$ cat src/rtl/rand_slot_picker_if.sv
// Handshake bundle between the game controller/LFSR side and rand_slot_picker.
// The master drives the random word and requests; the slave returns picks.
interface rand_slot_picker_if;
    logic [29:0] rand_in;
    logic        req;
    logic        clr_hist;
    logic        busy;
    logic        pick_valid;
    logic [3:0]  pick;

    modport master (
        output rand_in,
        output req,
        output clr_hist,
        input  busy,
        input  pick_valid,
        input  pick
    );

    modport slave (
        input  rand_in,
        input  req,
        input  clr_hist,
        output busy,
        output pick_valid,
        output pick
    );
endinterface

$ cat src/rtl/rand_slot_picker.sv
// Turns a 30-bit LFSR word into an unbiased slot index by rejection sampling of
// its nibbles, never reusing a word and never repeating the previous pick.
module rand_slot_picker #(
    parameter int NUM_SLOTS = 9
) (
    input  logic               clk,
    input  logic               rst_n,
    rand_slot_picker_if.slave  bus
);

    typedef enum logic [1:0] {
        IDLE       = 2'd0,
        WAIT_FRESH = 2'd1,
        SCAN       = 2'd2
    } state_t;

    localparam logic [4:0] SLOT_LIMIT = 5'(NUM_SLOTS);

    state_t      state_r;
    state_t      state_nxt_s;
    logic [27:0] work_r;
    logic [29:0] prev_word_r;
    logic [2:0]  idx_r;
    logic [3:0]  last_pick_r;
    logic        last_valid_r;
    logic [3:0]  pick_r;
    logic        pick_valid_r;
    logic        busy_r;

    logic [3:0]  nib_s;
    logic        fresh_s;
    logic        load_s;
    logic        accept_s;
    logic        advance_s;

    function automatic logic [3:0] nib_sel(input logic [27:0] w, input logic [2:0] i);
        logic [3:0] n;
        case (i)
            3'd0:    n = w[3:0];
            3'd1:    n = w[7:4];
            3'd2:    n = w[11:8];
            3'd3:    n = w[15:12];
            3'd4:    n = w[19:16];
            3'd5:    n = w[23:20];
            3'd6:    n = w[27:24];
            default: n = 4'd0;
        endcase
        return n;
    endfunction

    // State register
    always_ff @(posedge clk or negedge rst_n) begin
        if (!rst_n) begin
            state_r <= IDLE;
        end else begin
            state_r <= state_nxt_s;
        end
    end

    // Next-state logic
    always_comb begin
        state_nxt_s = state_r;
        case (state_r)
            IDLE: begin
                if (bus.req) state_nxt_s = WAIT_FRESH;
                else         state_nxt_s = IDLE;
            end
            WAIT_FRESH: begin
                if (fresh_s) state_nxt_s = SCAN;
                else         state_nxt_s = WAIT_FRESH;
            end
            SCAN: begin
                if (accept_s)             state_nxt_s = IDLE;
                else if (idx_r == 3'd6)   state_nxt_s = WAIT_FRESH;
                else                      state_nxt_s = SCAN;
            end
            default: state_nxt_s = IDLE;
        endcase
    end

    // Per-state datapath controls; a nibble is usable only if in range and not a repeat
    always_comb begin
        nib_s     = nib_sel(work_r, idx_r);
        fresh_s   = (bus.rand_in != prev_word_r);
        load_s    = 1'b0;
        accept_s  = 1'b0;
        advance_s = 1'b0;
        case (state_r)
            WAIT_FRESH: begin
                load_s = fresh_s;
            end
            SCAN: begin
                if (({1'b0, nib_s} < SLOT_LIMIT) && !(last_valid_r && (nib_s == last_pick_r))) begin
                    accept_s = 1'b1;
                end else begin
                    advance_s = (idx_r != 3'd6);
                end
            end
            default: begin
                load_s = 1'b0;
            end
        endcase
    end

    // Datapath and registered outputs
    always_ff @(posedge clk or negedge rst_n) begin
        if (!rst_n) begin
            work_r       <= 28'd0;
            prev_word_r  <= 30'd0;
            idx_r        <= 3'd0;
            last_pick_r  <= 4'd0;
            last_valid_r <= 1'b0;
            pick_r       <= 4'd0;
            pick_valid_r <= 1'b0;
            busy_r       <= 1'b0;
        end else begin
            if (load_s) begin
                work_r      <= bus.rand_in[27:0];
                prev_word_r <= bus.rand_in;
                idx_r       <= 3'd0;
            end else if (advance_s) begin
                idx_r <= idx_r + 3'd1;
            end
            if (accept_s) begin
                pick_r      <= nib_s;
                last_pick_r <= nib_s;
            end
            // An accept on the same edge as clr_hist keeps the new pick as history
            if (accept_s)          last_valid_r <= 1'b1;
            else if (bus.clr_hist) last_valid_r <= 1'b0;
            pick_valid_r <= accept_s;
            busy_r       <= (state_nxt_s != IDLE);
        end
    end

    assign bus.busy       = busy_r;
    assign bus.pick_valid = pick_valid_r;
    assign bus.pick       = pick_r;

endmodule

$ cat src/flat_wrapper.sv
// flat-port wrapper written by rule: the top's interface ports become plain ports
module rand_slot_picker_flat 
#(
    parameter int NUM_SLOTS = 9
)
  (clk, rst_n, bus_rand_in, bus_req, bus_clr_hist, bus_busy, bus_pick_valid, bus_pick);
  rand_slot_picker_if bus_i ();
  input  logic clk;
  input  logic rst_n;
  input wire logic [$bits(bus_i.rand_in)-1:0] bus_rand_in;
  input wire logic [$bits(bus_i.req)-1:0] bus_req;
  input wire logic [$bits(bus_i.clr_hist)-1:0] bus_clr_hist;
  output wire logic [$bits(bus_i.busy)-1:0] bus_busy;
  output wire logic [$bits(bus_i.pick_valid)-1:0] bus_pick_valid;
  output wire logic [$bits(bus_i.pick)-1:0] bus_pick;
  assign bus_i.rand_in = bus_rand_in;
  assign bus_i.req = bus_req;
  assign bus_i.clr_hist = bus_clr_hist;
  assign bus_busy = bus_i.busy;
  assign bus_pick_valid = bus_i.pick_valid;
  assign bus_pick = bus_i.pick;
  rand_slot_picker #(.NUM_SLOTS(NUM_SLOTS)) u_core (.clk(clk), .rst_n(rst_n), .bus(bus_i));
endmodule
$ cat config.mk
export PLATFORM = sky130hd
export DESIGN_NAME = rand_slot_picker_flat
export DESIGN_NICKNAME = d
export VERILOG_FILES = /design/src/rtl/rand_slot_picker_if.sv /design/src/rtl/rand_slot_picker.sv /design/src/flat_wrapper.sv
export SDC_FILE = /design/constraint.sdc
export NUM_CORES = 1
export LEC_CHECK = 0
export ABC_AREA = 1
export BUFFER_PORTS_ARGS = -buffer_cell sky130_fd_sc_hd__buf_2
export CORE_UTILIZATION = 50
export DETAILED_ROUTE_END_ITERATION = 8
export HOLD_SLACK_MARGIN = 0.08
export PLACE_DENSITY = 0.72
export SLEW_MARGIN = 5
export SYNTH_ARGS = -nofsm -noshare
export SYNTH_HDL_FRONTEND = slang
export SYNTH_SLANG_ARGS = --single-unit
$ cat constraint.sdc
create_clock -name clk -period 3.93 [get_ports clk]
set_clock_uncertainty 0.05 [all_clocks]
set_input_delay 0.393 -clock clk [delete_from_list [all_inputs] [get_ports clk]]
set_output_delay 0.393 -clock clk [all_outputs]
set_load 0.02 [all_outputs]
Word level (Yosys, flattened, before mapping). Cells that the tools add are included.

Output and inout port bits: 6. Bits in registers: 70. Input port bits: 34. Word-level logic and storage cells: 44.

$add $sub $neg: 1. Equal/unequal tests: 11. Mux-type cells: 15. Reduce and logical (&&, ||, !) cells: 8. $lt $le $gt $ge: 1.

Operators with widths (number): 30-bit inequality test (1); 4-bit one-hot mux with 7 select lines (1); 3-bit equality test, second input constant (3); 1-bit 2-to-1 mux (8); 3-bit by 2-bit equality test with 1-bit output, second input constant (2); 2-bit 2-to-1 mux (3); 3-bit 2-to-1 mux (2); 2-bit one-hot mux with 3 select lines (1); 2-bit nonzero test (3); 4-bit equality test (1); 4-bit < comparator, second input constant (1); 3-bit by 1-bit adder with 3-bit output, second input constant (1); 3-bit by 1-bit equality test with 1-bit output, second input constant (1); 3-bit logical NOT (1); 3-bit inequality test, second input constant (1); 2-bit by 1-bit equality test with 1-bit output, second input constant (1); 2-bit equality test, second input constant (1); 1-bit logical AND (2); 2-bit logical NOT (1); 1-bit logical NOT (1).

Longest topological paths before layout. Gate-level depths: netlist of the first run.

Word-level depth: 11. Depth in mapped cells: 17. Mapped depth without buffers: 17.

Least setup slack after synthesis of the first run. No wires, ideal clock.

Path type: flip-flop to flip-flop. Start: register u_core.idx_r[0]. End: register u_core.busy_r (netlist: u_core.bus.busy). Setup time: 122 ps. Arrival time: 1694 ps. Path buffers: 0. Cell stages (with the launch flop): 15. Clock period less this slack: 1865 ps. Path slack: 2065 ps. Data required time: 3758 ps. Cells stage by stage: dfrtp_1 -> inv_1 -> ha_1 -> nand2_1 -> inv_1 -> nand2_1 -> nand2_1 -> nor2_1 -> nand2_1 -> inv_1 -> nand2_1 -> o21ai_2 -> nand2_2 -> a21oi_1 -> nand2_1.

Cells in the longest elaborated chain, start to end: 11. Elaborated cells between the ends (all ways): 19. Those cells by class: 1 x order compare; 7 x eq/ne; 6 x mux; 5 x reduce/logical.

RTL lines: from (decl) (RTL line rand_slot_picker.sv:23) `logic [2:0] idx_r;`; from (signal assigned) (RTL line rand_slot_picker.sv:122) `idx_r <= idx_r + 3'd1;`; branches (longest 8 deep; another with 4-bit < comparator); 2-bit 2-to-1 mux * (RTL line rand_slot_picker.sv:73) `if (accept_s) state_nxt_s = IDLE;`; 2-bit one-hot mux with 3 select lines * (RTL line rand_slot_picker.sv:63) `case (state_r)`; 2-bit nonzero test * (RTL line rand_slot_picker.sv:132) `busy_r <= (state_nxt_s != IDLE);`; to (signal assigned) (RTL line rand_slot_picker.sv:132); to (decl) (RTL line rand_slot_picker.sv:28) `logic busy_r;`.

Mark *: on every way between the ends. A chain may end at the register's enable or synchronous reset.

Final worst setup path of the first run.
Start: register u_core.prev_word_r[1]. End: register u_core.idx_r[0].

Cells in the longest elaborated chain, start to end: 3. Elaborated cells between the ends (all ways): 4. Those cells by class: 1 x eq/ne; 2 x mux; 1 x reduce/logical.

RTL lines: from (decl) (RTL line rand_slot_picker.sv:22) `logic [29:0] prev_word_r;`; from (signal assigned) (RTL line rand_slot_picker.sv:119) `prev_word_r <= bus.rand_in;`; 30-bit inequality test * (RTL line rand_slot_picker.sv:84) `fresh_s = (bus.rand_in != prev_word_r);`; 1-bit 2-to-1 mux * (RTL line rand_slot_picker.sv:88) `case (state_r)`; 3-bit 2-to-1 mux / 2-bit nonzero test (equally long branches).

Every way passes the cells marked *; elsewhere a longest branch is shown, timed or not.

==> results_dict.tcl, run 1 <==
set metrics [dict create \
    outcome "finished, final reports clean" \
    fmax_mhz 404.9 \
    core_um2 4786 \
    worstPathMaxFanout 48 \
    reg2reg_from "u_core.prev_word_r[1]" \
    cpMaxStageDelayCell "nand2_2" \
    synth_area_per_cell_um2 7.289 \
    synthDistinctLibCells 27 \
    crit_top_cell "nand2_1" \
    timing.critical_path.slowest_cell_delay_ns 0.70 \
    syn_inst 344 \
    fin_crit_sh 0.6284 \
    hold_viol_final 0 \
    ys_seq_elements 42 \
    netlist.area_leader.share 0.4192 \
    cellPowerDensity_nw_per_um2 715.1 \
    path_class "flip-flop to flip-flop" \
    cts_sinks 42 \
    final_cell_mix "nand2_1, nand3_1, dfrtp_1" \
    cts_resized 0 \
    area_growth_pct 12.97 \
    nNetsFinal 420 \
    cp_top_family "simple AND/OR/NAND/NOR gates" \
    finalSetupTns_ns 0 \
    leakage_uw 0.001537 \
    cap_violations 0 \
    place.gp.congestion 0.8721 \
    io_pins 40 \
    holdBufCountCts 0 \
    drc 0 \
    yosys_warnings 0 \
    drtAntennaViolNets 0 \
    worstSetupEndpointType "flip-flop" \
    tightest_slew_ns 0.9288 \
    n_antenna_cell 0 \
    htree_num_levels 2 \
    routed_wl_um 5344 \
    setup_viol 0 \
    viasPerCell 4.938 \
    postLayoutCellArea_um2 2833 \
    grt_start_max_net_pins 49 \
    final.min_clock_period_ns 2.470 \
    grt_pass1_vias 2060 \
    dpl_cell_area_um2 2724 \
    num_rows 25 \
    post-cts-setup-buffers 0 \
    hold_class "input pin to async pin" \
    crit_arrival_ns 2.65 \
    crit_buf_inv 0 \
    drt_first_pass_iters 4 \
    drive_above_1_share 0.1754 \
    route.detailed.wl_per_inst_um 11.90 \
    antenna_found_initial 0 \
    vias 2217 \
    slew_headroom 0.3808 \
    cts_buffers 5 \
    clkTransAtPathRegs_ns 0.08 \
    synth.largest_area_cell "dfrtp_1" \
    die_w_um 72.82 \
    power_uw 2026 \
    critical_path_required_ns 4.11 \
    clockBufferDepth 2 \
    grt_use_total 0.2302 \
    cts_tree "yes" \
    ir_worst_vdd_mv 0.3267 \
    synth_fp_nets 383 \
    yosysSeqAreaShare 0.4192 \
    path_cells "xnor2_1 > nand2_1 > nor2_1 > nand2_1 > nor2_1 > nand2_2 > nand2_2 > nand4_1 > nand2_1" \
    layout_commonest_cell "nand2_1" \
    start_kind "flip-flop" \
    synth_area_um2 2507 \
    rsz0062_at_grt "no" \
    clock_latency_ns 0.30 \
    slew_viol_final 0 \
    die_area_um2 5302 \
    chipHeight_um 72.82 \
    initial_core_util 0.5239 \
    grt_overflow 0 \
    synth_area_leaders "dfrtp_1, nand2_1, nand3_1" \
    hpwl_um 3951 \
    port-buffer-count 39 \
    first_iter_violations 107 \
    utilization 0.5919 \
    crit_start "u_core.prev_word_r[1]" \
    cts-root-buf "clkbuf_8" \
    grt_pass1_wl_um 9197 \
]
## report_power, final
part           internal, uW  total (uW)  switching [uW]
sequential              629         814             184
clock                   187         336             149
combinational           344         876             532
total                  1160        2030             865
## logic make-up (layout without fill, tap and decap cells)
family                   Yosys count  after routing  synth area share
AND/OR/NAND/NOR                  215            215            0.3733
buffers and inverters             45             83           0.08033
flip-flops                        42             42            0.4192
AO/OA/AOI/OAI                     19             19           0.03942
XOR/XNOR                          18             18           0.06287
adder cells (fa/ha/maj)            5              5           0.02495
## metal layers
metal | GRT usage | wire length [um] | up-vias
li1 | - | - | 1153
met4 | 0.07407 | 89 | 0
met5 | 0 | 0 | -
met1 | 0.2959 | 2552 | 1010
met3 | 0.04282 | 200 | 8
met2 | 0.3925 | 2501 | 46
## registers in the layout, indices dropped and copies added (netlist names)
register,count
u_core.idx_r,3
u_core.state_r,2
u_core.last_valid_r,1
u_core.prev_word_r,30
u_core.bus.pick_valid,1
u_core.bus.busy,1
u_core.last_pick_r,4
## final cells by class
cell class	count	area, um^2
Sequential cell	42	1051
Tap cell	67	83.83
Clock inverter	3	40.04
Clock buffer	5	68.82
Fill cell	449	1953
Timing Repair Buffer	40	202.7
Multi-Input combinational cell	257	1255
Inverter	35	131.4
## through the flow
stage / instances / hold WS, ns / worst slack, ns
after floorplan: 344 / 0.04741 / 2.065
after detailed placement: 441 / 0.4320 / 1.364
after global placement: 441 / 0.4235 / 1.405
after global routing: 449 / 0.2305 / 1.201
after CTS: 449 / 0.2230 / 1.455
final: 449 / 0.1843 / 1.460
## synthesized netlist by cell type, drive strengths merged
cell,number
or2,7
inv,35
xnor2,13
o21ai,17
nor2,31
nand2,117
buf,6
clkbuf,4
ha,5
xor2,5
nand3,55
nor3,1
nand3b,1
a21oi,2
nand4,3
dfrtp,42
## final timing paths
check / to / slack, ns / cells after the start
setup / recovery: u_core.idx_r[0] / 1.46 / 9
hold / removal: u_core.prev_word_r[8] / 0.18 / 1
setup reg to reg: u_core.idx_r[0] / 1.46 / 9
hold reg to reg: u_core.prev_word_r[29] / 0.45 / 2
max in group asynchronous: u_core.idx_r[0] / 3.07 / 1
min in group clk: u_core.last_valid_r / 0.23 / 2
No activity file was read; power rests on OpenSTA's default activity.
==> inputs of run 2 (changes only) <==
--- a/config.mk
+++ b/config.mk
@@ -5,7 +5,7 @@
 export SDC_FILE = /design/constraint.sdc
 export NUM_CORES = 1
 export LEC_CHECK = 0
-export ABC_AREA = 1
+export ABC_AREA = 0
 export BUFFER_PORTS_ARGS = -buffer_cell sky130_fd_sc_hd__buf_2
 export CORE_UTILIZATION = 50
 export DETAILED_ROUTE_END_ITERATION = 8
==> constraint.sdc (replaced) <==
create_clock -name clk -period 2.38 [get_ports clk]
set_clock_uncertainty 0.05 [all_clocks]
set_input_delay 0.238 -clock clk [delete_from_list [all_inputs] [get_ports clk]]
set_output_delay 0.238 -clock clk [all_outputs]
set_load 0.02 [all_outputs]
==> results_dict.tcl, run 2 <==
set metrics [dict create \
    seq_area_um2 1051 \
    multi_input_area_um2 1350 \
    leakage_uw 0.001315 \
    critical_path_required_ns 2.51 \
    viasPerCell 5.651 \
    crit_top_cell "ha_4" \
    path_class "flip-flop to flip-flop" \
    slew_headroom 0.3509 \
    yosys_warnings 0 \
    async_reset_ff_frac 1.000 \
    drt_first_pass_iters 8 \
    die_w_um 70.68 \
    utilization 0.6830 \
    io_pins 40 \
    final_cell_mix "dfrtp_1, buf_2, mux2_2" \
    r2r_slack_ns -0.20 \
    antenna_found_initial 0 \
    syn_inst 191 \
    crit_cells 10 \
    clock_latency_ns 0.30 \
    cp_top_family "compound AO/OA/AOI/OAI gates" \
    synthDistinctLibCells 41 \
    first_iter_violations 119 \
    cts-root-buf "clkbuf_8" \
    netlist.area_leader.share 0.4456 \
    grt_overflow 0 \
    cap_violations 0 \
    violations "DRC, setup timing" \
    synth_edf_count 0 \
    drive_above_1_share 0.5133 \
    routed_wl_um 5380 \
    fmax_mhz 387.0 \
    setup_ws_ns -0.2042 \
    cts_buffers 5 \
    vias 1780 \
    ys_top_cells_by_count "dfrtp_1, mux2_2, xnor2_1, inv_1, nand4_1" \
    grt_pass1_vias 1712 \
    core_um2 4444 \
    hold-path-cell-count 2 \
    fin_cells 315 \
    min_from "bus_rand_in[5]" \
    clockBufferDepth 2 \
    synth_area_um2 2359 \
    area_growth_pct 28.70 \
    place.gp.congestion 0.8072 \
    crit_end "u_core.last_pick_r[0]" \
    synth_area_per_cell_um2 12.35 \
    cts_tree "yes" \
    crit_arrival_ns 2.72 \
    chipHeight_um 70.68 \
    ff2ff_path_depth 10 \
    fin_crit_sh 1.086 \
    hold_viol_final 0 \
    hold_class "input pin to flip-flop" \
    largestRegisters "u_core.prev_word_r x30, u_core.last_pick_r x4, u_core.idx_r x3" \
    worstSetupEndpointType "flip-flop" \
    die_area_um2 4996 \
    tightest_slew_ns 0.9736 \
    postLayoutCellArea_um2 3035 \
    synth_area_leaders "dfrtp_1, mux2_2, xnor2_1" \
    route.detailed.wl_per_inst_um 17.08 \
    synth.largest_area_cell "dfrtp_1" \
    layout_commonest_cell "dfrtp_1" \
    synth_flop_cell "dfrtp_1" \
    synth_fp_nets 230 \
    num_rows 24 \
    top_register "u_core.prev_word_r" \
    timing.critical_path.slowest_cell_delay_ns 0.43 \
    setup_viol 11 \
    crit_buf_inv 2 \
    yosysMostFrequentCell "dfrtp_1" \
    final.min_clock_period_ns 2.584 \
    crit_start "u_core.idx_r[0]" \
    largest_register_ffs 30 \
    start_kind "flip-flop" \
    nNetsFinal 301 \
    outcome "complete, but fails checks" \
    power_uw 4139 \
    worstPathMaxFanout 6 \
    ir_worst_vdd_mv 0.5347 \
    grt_use_total 0.2217 \
    hpwl_um 3666 \
    drtAntennaViolNets 0 \
    initial_core_util 0.5307 \
    drc 2 \
    dpl_cell_area_um2 2778 \
    nFillCells 345 \
    ys_seq_elements 42 \
    rsz0062_at_grt "yes" \
    cts_sinks 42 \
    path_cells "buf_6 > ha_4 > ha_4 > a32oi_2 > nand2_2 > or2_4 > o41ai_4 > buf_4 > o211ai_4 > mux2_4" \
    n_antenna_cell 0 \
    cpMaxStageDelayCell "dfrtp_1" \
    whs_ns 0.1347 \
    port-buffer-count 39 \
    cellPowerDensity_nw_per_um2 1364 \
    grt_start_max_net_pins 43 \
    placedCellCount 296 \
    slew_viol_final 0 \
    yosysSeqAreaShare 0.4456 \
    worstReg2RegEnd "u_core.last_pick_r[0]" \
    reg2reg_from "u_core.idx_r[0]" \
    htree_num_levels 2 \
    clkTransAtPathRegs_ns 0.09 \
    grt_pass1_wl_um 8335 \
]
run 2: cell count changes in the layout (fill, tap and decap cells not counted), moves of 12 or more:
cell	before	now
inv_1	31	6
xnor2_1	13	30
nor2_1	27	3
nand2_1	111	5
o21ai_0	14	2
buf_4	1	25
nand3_1	54	3
mux2_2	0	31
run 2: area by class of cell:
cell class | instances | area share
clock buffers | 7 | 0.02844
clock inverters | 1 | 0.001649
inverters | 8 | 0.01072
multi-input cells | 136 | 0.4448
flip-flops and latches | 42 | 0.3462
well taps | 52 | 0.02143
repair buffers | 69 | 0.1467
run 2: what timing repair did:
item	4_1_cts	5_1_grt
cloned	0	0
setup buffers	7	2
hold buffers	2	0
resized for setup	11	4
endpoints found under the hold margin	22	0
endpoints found under the setup margin	11	12
pin swaps	13	3
run 2: worst min path at each step:
stage	slack [ns]	to
finish	0.13	u_core.prev_word_r[5]
global route	0.14	u_core.prev_word_r[5]
CTS	0.14	u_core.prev_word_r[5]
detailed placement	0.37	u_core.last_valid_r
global placement	0.37	u_core.last_valid_r
floorplan	-0.11	u_core.bus.busy
run 2: cell families (layout without fill, tap and decap cells):
family          count (synthesis)  after routing  share of synthesized area
compound gates                 28             28                     0.1119
xor+xnor                       30             30                     0.1114
fa+ha+maj                       5              5                    0.02653
buf+inv                        13             85                    0.02600
flops                          42             42                     0.4456
mux                            42             42                     0.2069
simple gates                   31             31                    0.07162
run 2: metrics by stage:
stage / worst slack (ns) / TNS (ns)
after CTS: -0.2054 / -1.390
after detailed placement: -0.2093 / -1.455
final: -0.2042 / -1.476
after floorplan: -0.007642 / -0.01528
after global routing: -0.2931 / -2.424
after global placement: -0.1186 / -0.7288
run 2: worst register-to-register path, stage by stage, from the launching register on:
cell      delay, ns
dfrtp_1        0.43
buf_6          0.15
ha_4           0.15
ha_4           0.17
a32oi_2        0.18
nand2_2        0.10
or2_4          0.26
o41ai_4        0.35
buf_4          0.19
o211ai_4       0.13
mux2_4         0.33
run 2: layer usage:
metal / GRT usage / share of wire
met1: 0.2913 / 0.46
met2: 0.3547 / 0.47
met3: 0.05271 / 0.040
met4: 0.09111 / 0.031
met5: 0 / 0
run 2: power breakdown:
group	internal, uW	switching [uW]	leakage [uW]	total [uW]
sequential	1060	379	0.000502	1440
combinational	1250	960	0.000764	2210
clock	234	249	0.0000482	483
